## src/rtl/song_recorder.sv

```systemverilog
// song_recorder
//   Captures live key presses and writes them into one 32-entry slot of the
//   song RAM, in the same 16-bit entry format the song player reads:
//     note entry : [15]=0, [14:9]=note,       [8:3]=duration, [2:0]=0
//     rest entry : [15]=1, [14:9]=rest beats, [8:3]=0,        [2:0]=0
//   Optional feature macro: SONG_RECORDER_FILL_EN. When defined, stopping a
//   short recording pads the rest of the slot with 0x0000 entries.
//
// Ports
//   clk_i          system clock
//   rst_ni         asynchronous active-low reset
//   record_i       level; rise starts a recording, fall stops it
//   song_i         target slot, sampled on the record rise
//   key_note_i     pressed note, 0 = no key
//   beat_i         one-cycle beat pulse
//   wr_en_o        one-cycle RAM write strobe
//   wr_addr_o      {song, entry index}
//   wr_data_o      entry written
//   recording_o    high whenever the recorder is not idle
//   song_full_o    set once entry 31 has been written
//   entry_count_o  entries written in the current recording (0..32)
module song_recorder (
  input  logic        clk_i,
  input  logic        rst_ni,
  input  logic        record_i,
  input  logic [1:0]  song_i,
  input  logic [5:0]  key_note_i,
  input  logic        beat_i,
  output logic        wr_en_o,
  output logic [6:0]  wr_addr_o,
  output logic [15:0] wr_data_o,
  output logic        recording_o,
  output logic        song_full_o,
  output logic [5:0]  entry_count_o
);

  typedef enum logic [2:0] {
    S_IDLE,
    S_ARMED,
    S_HOLD,
    S_REST,
    S_FINISH,
`ifdef SONG_RECORDER_FILL_EN
    S_FILL,
`endif
    S_FULL
  } state_t;

  localparam logic [5:0] MaxCount = 6'd63;

  state_t      state_q, state_d, stop_state;
  logic        record_q;
  logic [5:0]  prev_key_q;
  logic [5:0]  note_q, note_d;
  logic [5:0]  count_q, count_d;
  logic [1:0]  song_q, song_d;
  logic [4:0]  idx_q, idx_d;
  logic [5:0]  ecount_q, ecount_d;
  logic        full_q, full_d;
  logic        wr_en_q;
  logic [6:0]  wr_addr_q;
  logic [15:0] wr_data_q;
  logic        recording_q;

  logic        rec_rise, rec_fall, key_event, last_entry, do_write;
  logic [5:0]  count_inc, note_dur, fin_dur;
  logic [15:0] entry;

  assign rec_rise   = record_i & ~record_q;
  assign rec_fall   = ~record_i & record_q;
  assign key_event  = (key_note_i != prev_key_q);
  assign last_entry = (idx_q == 5'd31);
  // Beat in the current cycle is credited to whatever is being timed now,
  // including the note/rest that a simultaneous key event ends.
  assign count_inc  = (count_q == MaxCount) ? count_q : count_q + {5'd0, beat_i};
  assign note_dur   = (count_inc == 6'd0) ? 6'd1 : count_inc;
  // In FINISH the final beat was already folded into count_q on the stop cycle.
  assign fin_dur    = (count_q == 6'd0) ? 6'd1 : count_q;

`ifdef SONG_RECORDER_FILL_EN
  assign stop_state = S_FILL;
`else
  assign stop_state = S_IDLE;
`endif

  always_comb begin
    state_d  = state_q;
    note_d   = note_q;
    count_d  = count_q;
    song_d   = song_q;
    idx_d    = idx_q;
    ecount_d = ecount_q;
    full_d   = full_q;
    do_write = 1'b0;
    entry    = 16'h0000;

    case (state_q)
      S_IDLE: begin
        if (rec_rise) begin
          song_d   = song_i;
          idx_d    = 5'd0;
          ecount_d = 6'd0;
          full_d   = 1'b0;
          count_d  = 6'd0;
          state_d  = S_ARMED;
        end
      end
      S_ARMED: begin
        // Leading silence is never timed; the first pressed key starts a note.
        if (rec_fall) begin
          state_d = stop_state;
        end else if (key_note_i != 6'd0) begin
          note_d  = key_note_i;
          count_d = 6'd0;
          state_d = S_HOLD;
        end
      end
      S_HOLD: begin
        if (rec_fall) begin
          count_d = count_inc;
          state_d = S_FINISH;
        end else if (key_event) begin
          do_write = 1'b1;
          entry    = {1'b0, note_q, note_dur, 3'b000};
          count_d  = 6'd0;
          note_d   = key_note_i;
          if (last_entry)
            state_d = S_FULL;
          else if (key_note_i == 6'd0)
            state_d = S_REST;
        end else begin
          count_d = count_inc;
        end
      end
      S_REST: begin
        if (rec_fall) begin
          state_d = stop_state;
        end else if (key_note_i != 6'd0) begin
          count_d = 6'd0;
          note_d  = key_note_i;
          state_d = S_HOLD;
          if (count_inc != 6'd0) begin
            do_write = 1'b1;
            entry    = {1'b1, count_inc, 9'd0};
            if (last_entry)
              state_d = S_FULL;
          end
        end else if (count_inc == MaxCount) begin
          // Long silences are split into back-to-back 63-beat rests.
          do_write = 1'b1;
          entry    = {1'b1, MaxCount, 9'd0};
          count_d  = 6'd0;
          if (last_entry)
            state_d = S_FULL;
        end else begin
          count_d = count_inc;
        end
      end
      S_FINISH: begin
        do_write = 1'b1;
        entry    = {1'b0, note_q, fin_dur, 3'b000};
        state_d  = last_entry ? S_IDLE : stop_state;
      end
`ifdef SONG_RECORDER_FILL_EN
      S_FILL: begin
        do_write = 1'b1;
        entry    = 16'h0000;
        if (last_entry)
          state_d = S_IDLE;
      end
`endif
      S_FULL: begin
        if (rec_fall)
          state_d = S_IDLE;
      end
      default: state_d = S_IDLE;
    endcase

    if (do_write) begin
      idx_d    = idx_q + 5'd1;
      ecount_d = ecount_q + 6'd1;
      if (last_entry)
        full_d = 1'b1;
    end
  end

  always_ff @(posedge clk_i or negedge rst_ni) begin
    if (!rst_ni) begin
      state_q     <= S_IDLE;
      record_q    <= 1'b0;
      prev_key_q  <= 6'd0;
      note_q      <= 6'd0;
      count_q     <= 6'd0;
      song_q      <= 2'd0;
      idx_q       <= 5'd0;
      ecount_q    <= 6'd0;
      full_q      <= 1'b0;
      wr_en_q     <= 1'b0;
      wr_addr_q   <= 7'd0;
      wr_data_q   <= 16'h0000;
      recording_q <= 1'b0;
    end else begin
      state_q     <= state_d;
      record_q    <= record_i;
      prev_key_q  <= key_note_i;
      note_q      <= note_d;
      count_q     <= count_d;
      song_q      <= song_d;
      idx_q       <= idx_d;
      ecount_q    <= ecount_d;
      full_q      <= full_d;
      wr_en_q     <= do_write;
      if (do_write) begin
        wr_addr_q <= {song_q, idx_q};
        wr_data_q <= entry;
      end
      recording_q <= (state_d != S_IDLE);
    end
  end

  assign wr_en_o       = wr_en_q;
  assign wr_addr_o     = wr_addr_q;
  assign wr_data_o     = wr_data_q;
  assign recording_o   = recording_q;
  assign song_full_o   = full_q;
  assign entry_count_o = ecount_q;

endmodule

```

## config.mk

```make
export PLATFORM = sky130hd
export DESIGN_NAME = song_recorder
export DESIGN_NICKNAME = d
export VERILOG_FILES = /design/src/rtl/song_recorder.sv
export SDC_FILE = /design/constraint.sdc
export NUM_CORES = 1
export LEC_CHECK = 0
export CORE_MARGIN = 2
export CORE_UTILIZATION = 54
export CTS_CLUSTER_SIZE = 16
export DETAILED_ROUTE_END_ITERATION = 7
export PLACE_DENSITY = 0.79
export SLEW_MARGIN = 40
export SYNTH_ARGS = -nofsm -noshare
export SYNTH_HDL_FRONTEND = slang
export SYNTH_SLANG_ARGS = --single-unit
```

## constraint.sdc

```tcl
create_clock -name clk_i -period 3.4 [get_ports clk_i]
set_clock_uncertainty 0.15 [all_clocks]
set_input_delay 0.68 -clock clk_i [delete_from_list [all_inputs] [get_ports clk_i]]
set_output_delay 0.68 -clock clk_i [all_outputs]
set_load 0.05 [all_outputs]
```

==> results of run 1 <==
-- critical path, cell delays in order --
cell             delay, ns
clkdlybuf4s50_1       0.46
ha_1                  0.17
ha_1                  0.24
and2_1                0.18
a31oi_1               0.13
or4_4                 0.52
o221ai_4              0.18
and2_4                0.31
mux2_2                0.36
-- registers in the layout (all words and copies together) (netlist names) --
| name | count |
|---|---|
| wr_addr_o | 7 |
| wr_data_o | 13 |
| entry_count_o | 6 |
| note_q | 6 |
| prev_key_q | 6 |
| count_q | 6 |
| state_q | 3 |
| song_q | 2 |
| recording_o | 1 |
| idx_q | 5 |
| wr_en_o | 1 |
| record_q | 1 |
| song_full_o | 1 |
-- cell usage in the layout, fill, tap and decap left out, drive strengths merged, types with 6 or more instances in the layout --
cell type and n:
nor2 17, xnor2 7, inv 11, dfrtp 58, clkdlybuf4s50 39, nand2b 10, nand3 10, mux2 15
a31o 6, nand2 22, clkbuf 13, o21ai 14, a221o 10, buf 29, a21oi 19
-- worst paths after layout --
check / to / start / cells after the start
max: wr_addr_o[5]$_DFFE_PN0P_ / beat_i / 9
min: prev_key_q[4]$_DFF_PN0_ / rst_ni / 1
max reg2reg: wr_addr_o[5]$_DFFE_PN0P_ / count_q[0]$_DFFE_PN0P_ / 8
min reg2reg: song_q[0]$_DFFE_PN0P_ / song_q[0]$_DFFE_PN0P_ / 1
max in group asynchronous: idx_q[2]$_DFFE_PN0P_ / rst_ni / 2
min in group clk_i: song_q[0]$_DFFE_PN0P_ / song_q[0]$_DFFE_PN0P_ / 1
-- routing by layer --
layer	up-vias	GRT usage
met5	-	0
met4	0	0.123
met3	19	0.0517
met2	102	0.416
met1	1285	0.351
li1	1185	-
-- layout make-up --
cell class	instances	area [µm²]	share of cell area
Clock inverter	2	35.0	0.00923
Sequential cell	58	1450	0.382
Timing Repair Buffer	68	606	0.160
Multi-Input combinational cell	206	1400	0.370
Clock buffer	13	169	0.0445
Tap cell	72	90.1	0.0237
Inverter	11	41.3	0.0109
-- logic make-up after synthesis --
| kind of cell | count (synthesis) | synth area share |
|---|---|---|
| AO/OA/AOI/OAI | 80 | 0.193 |
| XOR/XNOR | 8 | 0.0234 |
| adder cells (fa/ha/maj) | 5 | 0.0209 |
| buffers and inverters | 27 | 0.0485 |
| flip-flops | 58 | 0.485 |
| multiplexers | 18 | 0.0665 |
| other | 1 | 0.00125 |
| AND/OR/NAND/NOR | 92 | 0.162 |
-- metrics by stage --
stage	cell area [µm²]	util	total power [mW]	TNS, ns	hold slack (ns)
after global placement	3590	0.660	2.61	-0.410	0.337
after floorplan	3000	-	2.10	0	0.234
after CTS	3800	0.698	3.31	0	0.229
after global routing	3800	0.698	3.47	0	0.268
after detailed placement	3590	0.660	2.64	-0.756	0.342
final	3800	0.698	3.30	0	0.219
-- where the power goes --
group / total (mW) / switching [mW] / leakage, nW / internal, mW
logic: 1.56 / 0.930 / 0.777 / 0.628
clock network: 0.642 / 0.249 / 0.106 / 0.393
registers: 1.10 / 0.185 / 0.745 / 0.916
==> summary.md, run 1 <==
| Metric | Value |
|---|---|
| Synth cell types | `54` |
| Final Hold Viols | `0` |
| Top-count cell post-synth | `dfrtp_1` |
| Setup WS pre-CTS | `-0.0889 ns` |
| VDD IR-drop max | `0.734 mV` |
| Min Tclk post-route | `3.18 ns` |
| DR WL met3 | `400 µm` |
| Clock slew at reported path FFs | `0.06 ns` |
| CTS tree | `built` |
| DRT Pass-1 Iters | `5` |
| CP Data Required Time | `roughly 3.5 ns` |
| Placed insts | `415` |
| Num rows | `27` |
| R2R setup slack | `roughly 0.56 ns` |
| Crit path max fanout | `16` |
| RSZ-0062 raised after global routing | `false` |
| Slew Viols, Final | `0` |
| Postcts setup bufs | `0` |
| # IOs | `44` |
| Mapped Area | `about 3000 µm²` |
| Mapped Cells | `just under 300` |
| Top-area cell type share of the netlist area | `0.485` |
| Die width | `~80 µm` |
| CORE AREA | `5440 µm²` |
| Dpl hpwl | `approximately 5.3 mm` |
| Die height | `78.4 µm` |
| Clk_lat worst skew | `0.33 ns` |
| Cts bufs inserted | `9` |
| Syn avg cell area | `10.4 µm²` |
| Number of global-route vias before repair | `2549` |
| Area growth from synthesis to layout | `26.8%` |
| Worst min path class | `input pin to async pin` |
| Clock root cell | `clkbuf_8` |
| CP endpoint kind | `register` |
| Initial Util | `0.550` |
| # H-tree levels | `3` |
| PostCTS Resize Cnt | `0` |
| Max Cap Viol | `0` |
| Per-cell routed wire length | `roughly 17 µm` |
| Input/output buffers | `40` |
| WL met1 | `3.26 mm` |
| GRT Resource Usage Total | `0.263` |
| Total gr overflow | `0` |
| Initial antenna violation count | `0` |
| First-pass GRT wire length | `12.4 mm` |
| Tightest Pin Transition | `roughly 0.71 ns` |
| Clock sink total | `58` |
| Fin nets | `371` |
| Worst setup margin | `approximately 0.22 ns` |
| Post-synth EDFFs | `0` |
| Vias | `~2600` |
| Hold buffers post-CTS | `0` |
| Placer Congestion | `0.940` |
| Final worst path period share | `0.934` |
| Share of post-route cells with drive strength above 1 | `0.207` |
| Ant. Diodes | `0` |
| Synth top cells by count | `dfrtp_1, nand2_1, a21oi_1` |
| Worst Path Arrival | `between 3 and 4 ns` |
| Rel. slew slack | `0.525` |
| Yosys reg bits | `58` |
| Vias per inst | `6.03` |
| Clock Tree Buf Depth | `2` |
| Post-Layout Cell Count | `430` |
| CP startpoint kind | `input pin` |
| Setup violators final | `0` |
| Top layer reached by signal wires | `met4` |
| Main synth FF type | `dfrtp_1` |
| Largest net degree at the start of global routing | `31` |
| FMAX | `between 0.3 and 0.4 GHz` |
| Syn. warnings | `0` |
| Ranking of synthesized cells by area | `dfrtp_1, mux2_2, a221o_1` |
| P per Cell Area | `869 nW/µm²` |
| Sequential fraction of the synthesis area | `0.485` |
| 1st-iter DRT viols | `190` |
| Static leakage | `1.63 nW` |
| Ys async rst share | `1.00` |
| Dominant cell type by area after synthesis | `dfrtp_1` |
| Post-route antenna net violation count | `0` |
| Final WL | `7.47 mm` |
| Drt drc | `0` |
| Crit Path Class | `input pin to register` |
| DIE AREA | `6150 µm²` |
| Status | `complete, no violations` |
| Met2 routed WL | `between 3 and 4 mm` |
| Fillers | `410` |
No activity file was read; power rests on OpenSTA's default activity.
==> run 2, diff against run 1 <==
SLEW_MARGIN = default   (was 40)
==> results of run 2 <==
Final layout, timing and power as in run 1 (identical DEF).
